`config.mk`:
```
export PLATFORM = sky130hd
export DESIGN_NAME = ps2_scan_decoder_fifo
export DESIGN_NICKNAME = d
export VERILOG_FILES = /design/src/rtl/ps2_scan_decoder_fifo.sv
export SDC_FILE = /design/constraint.sdc
export NUM_CORES = 1
export LEC_CHECK = 0
export ABC_AREA = 1
export CAP_MARGIN = 30
export CORE_MARGIN = 3
export CORE_UTILIZATION = 35
export DETAILED_ROUTE_END_ITERATION = 10
export PLACE_DENSITY = 0.52
export SLEW_MARGIN = 5
export SYNTH_ARGS = -nofsm -noshare
export SYNTH_HDL_FRONTEND = slang
export SYNTH_SLANG_ARGS = --single-unit
```
`constraint.sdc`:
```
create_clock -name clk -period 6.35 [get_ports clk]
set_clock_uncertainty 0.05 [all_clocks]
set_input_delay 0.635 -clock clk [delete_from_list [all_inputs] [get_ports clk]]
set_output_delay 0.635 -clock clk [all_outputs]
set_load 0.005 [all_outputs]
```
`src/rtl/ps2_scan_decoder_fifo.sv`:
```
// ps2_scan_decoder_fifo: PS/2 set-2 scan-code decoder feeding a show-ahead ASCII FIFO
module ps2_scan_decoder_fifo #(
  parameter int ADDR_W   = 2,
  parameter bit SHIFT_EN = 1'b1,
  parameter bit ARROW_EN = 1'b1
) (
  input  logic       clk,
  input  logic       reset_n,
  input  logic       scan_done_tick,
  input  logic [7:0] scan_code,
  input  logic       rd_en,
  output logic [7:0] ascii_code,
  output logic       empty,
  output logic       full,
  output logic       overflow,
  output logic       shift_active
);
  localparam logic [1:0] S_MAKE = 2'd0, S_BREAK = 2'd1, S_EXT = 2'd2, S_EXT_BREAK = 2'd3;
  localparam logic [ADDR_W:0] DEPTH = {1'b1, {ADDR_W{1'b0}}};
  logic [1:0] state, state_nx;
  logic shift_l, shift_r;
  logic [7:0] base, arrow, key, wdata;
  logic wr, do_wr, do_rd;
  logic [7:0] mem [2**ADDR_W];
  logic [ADDR_W-1:0] wr_ptr, rd_ptr;
  logic [ADDR_W:0] count;
  always_comb begin
    base = 8'h00;
    case (scan_code)
      8'h1c: base = 8'h41;  8'h32: base = 8'h42;  8'h21: base = 8'h43;  8'h23: base = 8'h44;
      8'h24: base = 8'h45;  8'h2b: base = 8'h46;  8'h34: base = 8'h47;  8'h33: base = 8'h48;
      8'h43: base = 8'h49;  8'h3b: base = 8'h4a;  8'h42: base = 8'h4b;  8'h4b: base = 8'h4c;
      8'h3a: base = 8'h4d;  8'h31: base = 8'h4e;  8'h44: base = 8'h4f;  8'h4d: base = 8'h50;
      8'h15: base = 8'h51;  8'h2d: base = 8'h52;  8'h1b: base = 8'h53;  8'h2c: base = 8'h54;
      8'h3c: base = 8'h55;  8'h2a: base = 8'h56;  8'h1d: base = 8'h57;  8'h22: base = 8'h58;
      8'h35: base = 8'h59;  8'h1a: base = 8'h5a;
      8'h45: base = 8'h30;  8'h16: base = 8'h31;  8'h1e: base = 8'h32;  8'h26: base = 8'h33;
      8'h25: base = 8'h34;  8'h2e: base = 8'h35;  8'h36: base = 8'h36;  8'h3d: base = 8'h37;
      8'h3e: base = 8'h38;  8'h46: base = 8'h39;
      8'h5a: base = 8'h0d;  8'h29: base = 8'h20;  8'h66: base = 8'h08;
      default: base = 8'h00;
    endcase
  end
  assign arrow = !ARROW_EN ? 8'h00 : scan_code == 8'h75 ? 8'h11 : scan_code == 8'h72 ? 8'h12 :
                 scan_code == 8'h6b ? 8'h13 : scan_code == 8'h74 ? 8'h14 : 8'h00;
  assign key = (SHIFT_EN && !shift_active && base >= 8'h41 && base <= 8'h5a) ? base + 8'h20 : base;
  assign wdata = state == S_EXT ? arrow : key;
  assign wr = scan_done_tick && (state == S_MAKE ? base != 8'h00 : state == S_EXT && arrow != 8'h00);
  // E0/F0 always (re)start a prefix; only F0 right after E0 forms an extended break
  assign state_nx = scan_code == 8'he0 ? S_EXT :
                    scan_code == 8'hf0 ? (state == S_EXT ? S_EXT_BREAK : S_BREAK) : S_MAKE;
  assign shift_active = shift_l | shift_r;
  assign empty = count == '0;
  assign full = count == DEPTH;
  assign ascii_code = empty ? 8'h00 : mem[rd_ptr];
  assign do_wr = wr && (!full || rd_en);
  assign do_rd = rd_en && !empty;
  always_ff @(posedge clk) begin
    if (!reset_n) begin
      state <= S_MAKE;
      shift_l <= 1'b0;
      shift_r <= 1'b0;
    end else if (scan_done_tick) begin
      state <= state_nx;
      if (scan_code == 8'h12 && (state == S_MAKE || state == S_BREAK)) shift_l <= state == S_MAKE;
      if (scan_code == 8'h59 && (state == S_MAKE || state == S_BREAK)) shift_r <= state == S_MAKE;
    end
  end
  always_ff @(posedge clk) begin
    if (!reset_n) begin
      wr_ptr <= '0;
      rd_ptr <= '0;
      count <= '0;
      overflow <= 1'b0;
    end else begin
      if (do_wr) wr_ptr <= wr_ptr + ADDR_W'(1);
      if (do_rd) rd_ptr <= rd_ptr + ADDR_W'(1);
      count <= count + {{ADDR_W{1'b0}}, do_wr} - {{ADDR_W{1'b0}}, do_rd};
      if (wr && full && !rd_en) overflow <= 1'b1;
    end
  end
  always_ff @(posedge clk) if (do_wr) mem[wr_ptr] <= wdata;
endmodule

```
Word-level counts from Yosys, hierarchy flattened
Memory sizes are Yosys's and may differ from the RTL's. A register that Yosys moved wholly into a read port is not among the register bits.
Cells that the tools add are included.
{"block": "classes", "n_addsub": 5, "order_cmp": 2, "eq_ne": 11, "mux": 16, "bitwise_logic": 1, "reduce_logical": 22}
{"operator": "$eq 8x7->1 const B", "count": 5}
{"operator": "$mux 8", "count": 4}
{"operator": "$mux 5", "count": 4}
{"operator": "$eq 8x8->1 const B", "count": 2}
{"operator": "$reduce_bool 8->1", "count": 2}
{"operator": "$logic_and 1x1->1", "count": 10}
{"operator": "$mux 2", "count": 5}
{"operator": "$add 8x6->8 const B", "count": 1}
{"operator": "$eq 8x5->1 const B", "count": 1}
{"operator": "$ge 8x7->1 const B", "count": 1}
{"operator": "$le 8x7->1 const B", "count": 1}
{"operator": "$add 2x1->2 const B", "count": 2}
{"operator": "$logic_not 1->1", "count": 4}
{"operator": "$reduce_and 2->1", "count": 2}
{"operator": "$add 3x1->3", "count": 1}
{"operator": "$eq 3x3->1 const B", "count": 1}
{"operator": "$logic_not 3->1", "count": 1}
{"operator": "$mux 1", "count": 3}
{"operator": "$sub 3x1->3", "count": 1}
{"operator": "$eq 2x1->1 const B", "count": 1}
{"operator": "$eq 2x2->1 const B", "count": 1}
{"operator": "$logic_not 2->1", "count": 1}
{"operator": "$logic_or 1x1->1", "count": 2}
{"operator": "$or 1x1->1", "count": 1}
{"block": "totals", "register_bits": 12, "ram_bits": 32, "mem_bits_ro": 896, "output_inout_bits": 12, "word_cells": 66, "mem_count": 2}
{"memory": "(name not given)", "depth": 128, "word_bits": 7, "read_ports": 1, "rd_clocked_by_memory_dff": 0, "write_ports": 0, "line": "29", "text": "case (scan_code)"}
{"memory": "mem", "depth": 4, "word_bits": 8, "read_ports": 1, "rd_clocked_by_memory_dff": 1, "write_ports": 1, "line": "24", "text": "logic [7:0] mem [2**ADDR_W];"}

Depth between registers and ports, before layout
{"block": "depth", "ltp_word": 12, "mapped_depth": 20, "mapped_depth_nobuf": 20}

Worst setup path after synthesis
OpenSTA, ideal clock, no wires.
{"block": "synth_path", "kind": "input port to flip-flop", "from": "in scan_code[1]", "to": "reg count[2]", "arrival_time_ps": 2797, "required_time_ps": 6179, "setup_slack_ps": 3382, "cell_stages": 20, "path_buffers": 0, "path_cell_list": "inv_1 -> ha_1 -> nand2_1 -> nand2_1 -> nand3_1 -> nand2_1 -> nand2_1 -> nor2_1 -> nor2_2 -> nand2_1 -> nor2_1 -> nand2_1 -> nand2_1 -> nand2_2 -> nand3_4 -> inv_1 -> ha_1 -> fa_1 -> o21ai_0 -> a21oi_1"}
{"block": "synth_via", "elab_chain_len": 12, "elab_cells_between_ends": 18, "cone_classes": "2 x add/sub; 4 x eq/ne; 6 x mux; 5 x reduce/logical; 1 x memory"}
{"element": "start: declaration", "line": "10", "text": "input logic [7:0] scan_code,"}
{"element": "branches (longest 7 deep; another with $mem_v2 128x7)"}
{"element": "$mux 1 *", "line": "48", "text": "assign wr = scan_done_tick && (state == S_MAKE ? base != 8'h00 : state == S_EXT && arrow != 8'h00);"}
{"element": "$logic_and 1x1->1 *", "line": "48"}
{"element": "$logic_and 1x1->1 *", "line": "56", "text": "assign do_wr = wr && (!full || rd_en);"}
{"element": "via do_wr", "line": "23", "text": "logic wr, do_wr, do_rd;"}
{"element": "$add 3x1->3 *", "line": "78", "text": "count <= count + {{ADDR_W{1'b0}}, do_wr} - {{ADDR_W{1'b0}}, do_rd};"}
{"element": "$sub 3x1->3 *", "line": "78"}
{"element": "end signal: assignment", "line": "78"}
{"element": "end: declaration", "line": "26", "text": "logic [ADDR_W:0] count;"}
Mark *: on every way through the listed nets, which the timed path passes.
A chain may end at the register's enable or synchronous reset.

Worst setup path in the final report
{"block": "layout_path", "from": "in scan_code[1]", "to": "mem mem[2][6] (enable)"}
{"block": "layout_via", "elab_chain_len": 12, "elab_cells_between_ends": 18, "cone_classes": "4 x eq/ne; 8 x mux; 5 x reduce/logical; 1 x memory"}
{"element": "branches (longest 7 deep; another with $mem_v2 128x7)"}
{"element": "$mux 1 *", "line": "48"}
{"element": "$logic_and 1x1->1 *", "line": "48"}
{"element": "$logic_and 1x1->1 *", "line": "56"}
{"element": "$mux 1 *", "line": "82", "text": "always_ff @(posedge clk) if (do_wr) mem[wr_ptr] <= wdata;"}
{"element": "$mux 1 (not written as such) *", "line": "82"}
{"element": "end: declaration", "line": "24"}
Every way passes the cells marked *.

==> flow_metrics.tcl <==
set metrics [dict create \
    outcome "completed" \
    io_buffers 23 \
    clockBufferDepth 2 \
    path_buf_inv 4 \
    die_h_um 98.51 \
    synth_area_leader_cell "edfxtp_1" \
    num_antenna_cells 0 \
    path_cells "clkdlybuf4s50_1 > inv_1 > ha_1 > nand2_1 > nor2_1 > inv_1 > nand3_1 > nand2_1 > inv_1 > nand3_1 > nand3_1 > nor2_1 > nand2_1 > nand2_1 > nand2_2 > nand3_4 > nor2_1" \
    worstSetupPathType "in -> reg" \
    cp_top_family "simple AND/OR/NAND/NOR gates" \
    synth_most_common_cell "nand2_1" \
    drt_iter0_drc 117 \
    layout.nets 457 \
    num_io_pins 24 \
    avgRoutedWirePerCell_um 12.75 \
    fmax_mhz 270.4 \
    cts_hold_buf 0 \
    ir_worst_vdd_mv 0.07604 \
    clock-root-buffer "clkbuf_8" \
    min_path_cells 2 \
    relSlewSlack_pct 46.73 \
    ctsHtreeMaxLevel 2 \
    syn_nets 439 \
    synth_top_area_share_pct 32.08 \
    dr.pass1.iters 4 \
    crit_path_frequent_cell "nand2_1" \
    drcViolationCount 0 \
    grt-ovfl-total 0 \
    slowest_stage "nor2_1" \
    setup_slack_ns 2.652 \
    synth-seq-cells 46 \
    rsz0062_at_grt "no" \
    reg2reg_depth 8 \
    ys_top_cells_by_area "edfxtp_1 32%, nand2_1 12%, dfxtp_1 9.4%" \
    p_leak_nw 1.470 \
    clkTransAtPathRegs_ns 0.09 \
    yosys-top-cells-count "98 x nand2_1, 69 x nor2_1, 49 x inv_1, 35 x nand3_1, 32 x edfxtp_1" \
    power_density_mw_per_mm2 253.2 \
    yosysSeqAreaShare_pct 41.44 \
    gp_congestion 0.9029 \
    total_power_mw 0.8561 \
    use_met2_pct 26.31 \
    core_region_area_mm2 0.008258 \
    yosys_most_used_dff "edfxtp_1" \
    arrival_ns 3.57 \
    fin_cells 536 \
    crit_required_ns 6.22 \
    track_usage_pct 14.84 \
    num_rows 33 \
    grt_util_met1_pct 18.66 \
    cts_tree "yes" \
    post_cts_resized 0 \
    dpl_worst_slack_ns 2.296 \
    final_hold_viol_count 0 \
    area_delta_synth_final_pct 12.87 \
    clock_latency_ns 0.29 \
    drive_above_1_share_pct 6.729 \
    start_util_pct 36.27 \
    cp.depth 17 \
    cts_made_buffers 5 \
    dp_cells 528 \
    ys_types 33 \
    grt_max_degree 22 \
    cp-start-kind "input pin" \
    syn_inst 412 \
    cts_sinks 46 \
    fin_area_mm2 0.003381 \
    syn_area_mm2 0.002995 \
    die_area_mm2 0.009704 \
    die_w_um 98.51 \
    hp-class "reg -> reg" \
    avgSynthCellArea_um2 7.270 \
    max_cap_violations 0 \
    wl_um 6836 \
    tightestPinTransition_ns 0.7948 \
    route.antenna.remaining_nets 0 \
    finalCritPeriodShare_pct 58.23 \
    fin_setup_tns_ns 0 \
    vias_per_cell 4.802 \
    grt_pass1_wl_um 11790 \
    cp-end-kind "register" \
    slowest_delay_ns 0.63 \
    dp_hpwl_um 5247 \
    yosysWarnings 0 \
    slew_violations 0 \
    placed_cell_area_mm2 0.003291 \
    min_period_ns 3.698 \
    setup_violations 0 \
    vias 2574 \
    gr-usage-met3_pct 2.194 \
    async_flop_share_pct 0 \
    grt_pass1_vias 2495 \
    synth_enable_flop_cells 32 \
    antenna_found_initial 0 \
    crit_path_max_fanout 8 \
    post_cts_buffers 0 \
    busiest_layer "met2" \
]
[flip-flops by register name, summed over array words and instances, names as in the netlist, named ones only]
register and flops:
wr_ptr 2, rd_ptr 2, overflow 1, state 2, count 3, mem 32, shift_l 1, shift_r 1
[worst paths after layout]
check	start	end	slack, ns
worst max-delay path	scan_code[1]	mem[2][6]	2.65
worst max register to register	count[2]	count[2]	3.81
worst min register to register	overflow	overflow	0.41
worst min-delay path	overflow	overflow	0.41
[kinds of logic (layout without fill, tap and decap cells)]
logic type,after synthesis,after routing,share of synthesized area (%)
DFF,46,46,41.44
and+or+nand+nor,228,228,32.96
xor gates and xnor gates,1,1,0.2925
adders and majority gates,15,15,6.516
AOI/OAI and AO/OA,54,54,9.565
buffers and inverters,68,87,9.232
[worst reg2reg max path, stage by stage (launching register included)]
cell     delay [ns]
dfxtp_1        0.34
nor3_2         0.67
nor2_1         0.23
ha_1           0.34
inv_1          0.04
ha_1           0.18
fa_1           0.38
o21ai_0        0.17
a21oi_1        0.05
[layout by cell type, fill, tap and decap left out]
| master | count |
|---|---|
| clkinv_2 | 1 |
| inv_1 | 49 |
| xnor2_1 | 1 |
| nand2_2 | 6 |
| clkbuf_8 | 5 |
| nor4_1 | 1 |
| clkinvlp_4 | 1 |
| a31oi_1 | 1 |
| clkdlybuf4s50_1 | 23 |
| a211oi_1 | 2 |
| a21oi_1 | 19 |
| fa_1 | 1 |
| nand3_4 | 1 |
| edfxtp_1 | 32 |
| dfxtp_1 | 14 |
| ha_1 | 14 |
| nor3_2 | 1 |
| nor2_4 | 2 |
| nor3_1 | 4 |
| nor2_2 | 3 |
| nand2_1 | 98 |
| or2_1 | 1 |
| o31ai_1 | 1 |
| inv_2 | 7 |
| nand3b_1 | 2 |
| nand3_1 | 35 |
| or2_2 | 1 |
| clkinv_4 | 1 |
| nor2_1 | 69 |
| a22oi_1 | 1 |
| o211ai_1 | 2 |
| nand4_1 | 4 |
| o21ai_1 | 1 |
| o21ai_0 | 27 |
[area by class of cell]
class / instances / area, um2
clock inverter: 3 / 21.27
timing repair buffer: 23 / 230.2
fill: 883 / 4877
multi-input combinational: 298 / 1478
tap: 105 / 131.4
inverter: 56 / 210.2
clock buffer: 5 / 68.82
sequential: 46 / 1241
[stage by stage]
step | hold WS [ns] | util [%]
3_3_place_gp | 0.3923 | 39.85
5_1_grt | 0.4386 | 40.94
3_5_place_dp | 0.3938 | 39.85
6_report | 0.4053 | 40.94
2_1_floorplan | 0.3864 | -
4_1_cts | 0.4074 | 40.94
[power breakdown]
group | switching (mW) | internal, mW
combinational | 0.165 | 0.137
sequential | 0.0267 | 0.350
clock | 0.0997 | 0.0774
total | 0.292 | 0.565
[layer usage]
metal	vias up	share of wire, %
met2	49	50
met1	1157	46
met5	-	0
li1	1364	-
met3	4	3.1
met4	0	1.1
Power figures use the tool's default switching activity.
==> variant 1: new RTL, config.mk and constraints unchanged <==
Change the parameter `SHIFT_EN` from 1'b1 to 1'b0.
--- a/src/rtl/ps2_scan_decoder_fifo.sv
+++ b/src/rtl/ps2_scan_decoder_fifo.sv
@@ -1,7 +1,7 @@
 // ps2_scan_decoder_fifo: PS/2 set-2 scan-code decoder feeding a show-ahead ASCII FIFO
 module ps2_scan_decoder_fifo #(
   parameter int ADDR_W   = 2,
-  parameter bit SHIFT_EN = 1'b1,
+  parameter bit SHIFT_EN = 1'b0,
   parameter bit ARROW_EN = 1'b1
 ) (
   input  logic       clk,
Formal check against the unedited RTL: not equivalent (Yosys sat finds a counterexample within 4 cycles, from zero or initial values and one cycle with reset_n low).
==> variant 1 against the unedited design <==
Combinational power fell by 7.3%; sequential cell count fell by 4; wire length fell by 6.0%; area after synthesis fell by 7.0%; setup slack improved by 0.098 ns; total power rose by 0.48%; fmax rose by 2.7%; non-clock buffer count fell by 1; die area fell by 6.6%; first-iteration DRC count fell by 0.85%; critical path depth rose by 2; sequential power fell by 8.2%; design area fell by 6.7%; critical path type unchanged; critical endpoint is now count[2]$_SDFF_PN0_.
==> variant 1: results (changes against the unedited design) <==
| Metric | Value |
|---|---|
| Status | `completed (unchanged)` |
| Final nets | `412 (was 457)` |
| Routed wl met3 | `306 µm (was 212 µm)` |
| Post-synthesis cell count | `369 (was 412)` |
| WL met2 | `3080 µm (was 3440 µm)` |
| Vias in the first global route | `2245 (was 2495)` |
| WL final | `6430 µm (was 6840 µm)` |
| Met3 GRT Util | `2.53% (was 2.19%)` |
| Fillcell total | `769 (was 883)` |
| DR pass1 iterations | `5 (was 4)` |
| Final Core Density | `42.1% (was 40.9%)` |
| CP max stage delay | `0.91 ns (was 0.63 ns)` |
| Largest net degree at the start of global routing | `23 (was 22)` |
| Place WS | `2.49 ns (was 2.30 ns)` |
| Slowest CP cell | `clkdlybuf4s50_1 (was nor2_1)` |
| R2r worst-path depth | `10 (was 8)` |
| Port Buffers | `22 (was 23)` |
| Dpl hpwl | `4820 µm (was 5250 µm)` |
| P_leak | `1.34 nW (was 1.47 nW)` |
| Met1 Usage GRT | `18.8% (was 18.7%)` |
| Yosys cell types | `42 (was 33)` |
| GP Congestion | `0.957 (was 0.903)` |
| Commonest cells post-synth | `nand2_1 (84), nor2_1 (57), inv_1 (39), nand3_1 (33), edfxtp_1 (28) (was nand2_1 (98), nor2_1 (69), inv_1 (49), nand3_1 (35), edfxtp_1 (32))` |
| Wire length per cell | `13.2 µm (was 12.8 µm)` |
| Net Sw Power | `0.000274 W (was 0.000292 W)` |
| Tightest Pin Transition | `0.743 ns (was 0.795 ns)` |
| Worst VDD drop | `0.0863 mV (was 0.0760 mV)` |
[variant 1: cell count changes after synthesis, moves of 3 or more]
| cell | before | now |
|---|---|---|
| nand2_1 | 98 | 84 |
| inv_1 | 49 | 39 |
| nor2_1 | 69 | 57 |
| inv_2 | 7 | 4 |
| edfxtp_1 | 32 | 28 |
| buf_6 | 1 | 5 |
| clkbuf_1 | 6 | 2 |
[variant 1: cells by family (layout without fill, tap and decap cells)]
kind of cell             after synthesis  in the layout  synth area share, %
AO/OA/AOI/OAI                         58             58                 11.9
XOR/XNOR                               1              1                0.314
adder cells (fa/ha/maj)               14             14                 6.56
buffers and inverters                 58             76                 10.3
flip-flops                            42             42                 40.2
other                                  1              1                0.135
AND/OR/NAND/NOR                      195            195                 30.5
[variant 1: layout make-up]
cell class / instances / area share, %
Clock buffer: 6 / 2.98
Tap cell: 99 / 3.93
Inverter: 46 / 5.67
Timing Repair Buffer: 22 / 6.98
Clock inverter: 2 / 1.23
Multi-Input combinational cell: 269 / 43.7
Sequential cell: 42 / 35.5
[variant 1: power by group through the flow]
stage	combinational (W)	sequential (W)	clock, W
after detailed placement	0.000282	0.000353	0
final	0.000280	0.000346	0.000235
after global routing	0.000318	0.000351	0.000252
after CTS	0.000283	0.000346	0.000239
after floorplan	0.000176	0.000339	0
after global placement	0.000281	0.000352	0
[variant 1: path summary, 6_finish.rpt]
check	endpoint	startpoint
setup / recovery	count[2]$_SDFF_PN0_	scan_code[2]
hold / removal	overflow$_SDFFE_PN0P_	overflow$_SDFFE_PN0P_
setup reg to reg	count[2]$_SDFF_PN0_	count[1]$_SDFF_PN0_
hold reg to reg	overflow$_SDFFE_PN0P_	overflow$_SDFFE_PN0P_
==> variant 2: new RTL, same flow settings <==
Made on the original files. Register the output `overflow` once more, cleared by the reset; this adds one clock of latency there. The other outputs are not delayed to match.
--- a/src/rtl/ps2_scan_decoder_fifo.sv
+++ b/src/rtl/ps2_scan_decoder_fifo.sv
@@ -17,6 +17,8 @@
 );
   localparam logic [1:0] S_MAKE = 2'd0, S_BREAK = 2'd1, S_EXT = 2'd2, S_EXT_BREAK = 2'd3;
   localparam logic [ADDR_W:0] DEPTH = {1'b1, {ADDR_W{1'b0}}};
+
+  logic overflow_s0;
   logic [1:0] state, state_nx;
   logic shift_l, shift_r;
   logic [7:0] base, arrow, key, wdata;
@@ -71,14 +73,22 @@
       wr_ptr <= '0;
       rd_ptr <= '0;
       count <= '0;
-      overflow <= 1'b0;
+      overflow_s0 <= 1'b0;
     end else begin
       if (do_wr) wr_ptr <= wr_ptr + ADDR_W'(1);
       if (do_rd) rd_ptr <= rd_ptr + ADDR_W'(1);
       count <= count + {{ADDR_W{1'b0}}, do_wr} - {{ADDR_W{1'b0}}, do_rd};
-      if (wr && full && !rd_en) overflow <= 1'b1;
+      if (wr && full && !rd_en) overflow_s0 <= 1'b1;
     end
   end
   always_ff @(posedge clk) if (do_wr) mem[wr_ptr] <= wdata;
+  always_ff @(posedge clk) begin
+    if (!reset_n) begin
+      overflow <= '0;
+    end else begin
+      overflow <= overflow_s0;
+    end
+  end
+
 endmodule
 
Behaviour: not the same (Yosys sat finds a counterexample within 10 cycles, from zero or initial values and one cycle with reset_n low).
==> variant 2 against the unedited design <==
Total power about the same; wire length is 1.7% higher; area after synthesis up 3.2%; setup slack lost 0.13 ns; design area up 2.2%; first-iteration DRC count rose by 33%; sequential cell count up 1; fmax shrank 3.4%; synthesized cell count increased by 0.49%; critical path type unchanged; largest power group unchanged.
==> variant 2: results (changes against the unedited design) <==
| Metric | Value |
|---|---|
| Status | `completed (unchanged)` |
| Synth area leaders | `edfxtp_1 (31%), nand2_1 (11%), dfxtp_1 (9.7%) (was edfxtp_1 (32%), nand2_1 (12%), dfxtp_1 (9.4%))` |
| Iter 0 DRT Violations | `156 (was 117)` |
| Placed insts | `530 (was 528)` |
| Area share of fa/ha/maj cells after synthesis | `6.32% (was 6.52%)` |
| Share of power burned in registers | `44.8% (was 44.0%)` |
| Post-Syn Nets | `441 (was 439)` |
| Synth Area in XOR/XNOR | `0.283% (was 0.292%)` |
| Tightest Pin Transition | `0.846 ns (was 0.795 ns)` |
| Seq/Total Area, Yosys | `40.8% (was 41.4%)` |
| Commonest cells post-synth | `nand2_1 (91), nor2_1 (64), inv_1 (53), nand3_1 (33), edfxtp_1 (32) (was nand2_1 (98), nor2_1 (69), inv_1 (49), nand3_1 (35), edfxtp_1 (32))` |
| Met3 GRT Util | `1.88% (was 2.19%)` |
| Routed wl met3 | `250 µm (was 212 µm)` |
| Switching part of the total | `33.9% (was 34.1%)` |
| Worst Path Arrival | `3.70 ns (was 3.57 ns)` |
| Worst VDD drop | `0.0965 mV (was 0.0760 mV)` |
| Compound-Gate Fraction of Synth Area | `10.2% (was 9.57%)` |
| WL final | `6950 µm (was 6840 µm)` |
| Met1 Usage GRT | `19.3% (was 18.7%)` |
| Place WS | `2.24 ns (was 2.30 ns)` |
| WL met2 | `3280 µm (was 3440 µm)` |
| Final nets | `459 (was 457)` |
| GP Congestion | `0.907 (was 0.903)` |
| Share of cells above drive strength 1 | `8.55% (was 6.73%)` |
| Non-Filler Instances | `538 (was 536)` |
| Net Sw Power | `0.000291 W (was 0.000292 W)` |
| Crit path max fanout | `20 (was 8)` |
| Global-route wire length before repair | `11900 µm (was 11800 µm)` |
==> variant 2: cell count changes after synthesis, moves of 4 or more <==
cell,unedited run,this run
nor2_2,3,9
inv_1,49,53
nand2_1,98,91
nor2_1,69,64
buf_6,1,5
==> variant 2: worst max-delay path: stages <==
cell             delay (ns)
clkdlybuf4s50_1        0.95
inv_2                  0.17
nand2_1                0.19
nand2_1                0.07
nand2_1                0.11
nand2_1                0.08
nand2_1                0.06
nand2_1                0.08
o21ai_1                0.22
nor2_1                 0.10
nand3_1                0.08
nand2_1                0.06
nand2_2                0.11
nand3_4                0.11
nor2_1                 0.67
==> variant 2: worst paths after layout <==
check | from | to | slack [ns]
min | overflow_s0$_SDFFE_PN0P_ | overflow$_SDFF_PN0_ | 0.40
max reg2reg | count[2]$_SDFF_PN0_ | count[2]$_SDFF_PN0_ | 3.72
min reg2reg | overflow_s0$_SDFFE_PN0P_ | overflow$_SDFF_PN0_ | 0.40
max | scan_code[2] | mem[2][6]$_DFFE_PP_ | 2.52
==> variant 2: metrics by stage <==
step	cell area (µm²)	util [%]
final	3460	41.2
after global routing	3460	41.2
after CTS	3460	41.2
after detailed placement	3370	40.2
after global placement	3370	40.2
after floorplan	3090	-
==> variant 2: layout make-up <==
cell class	count	area (µm²)	share of cell area (%)
multi-input cells	296	1520	44.0
flip-flops and latches	47	1260	36.5
repair buffers	23	230	6.66
inverters	59	224	6.48
well taps	105	131	3.80
clock buffers	5	68.8	1.99
clock inverters	3	18.8	0.543
==> variant 2: cell families after synthesis <==
logic type | after synthesis
AND/OR/NAND/NOR | 221
buffers and inverters | 71
AO/OA/AOI/OAI | 59
flip-flops | 47
adder cells (fa/ha/maj) | 15
XOR/XNOR | 1
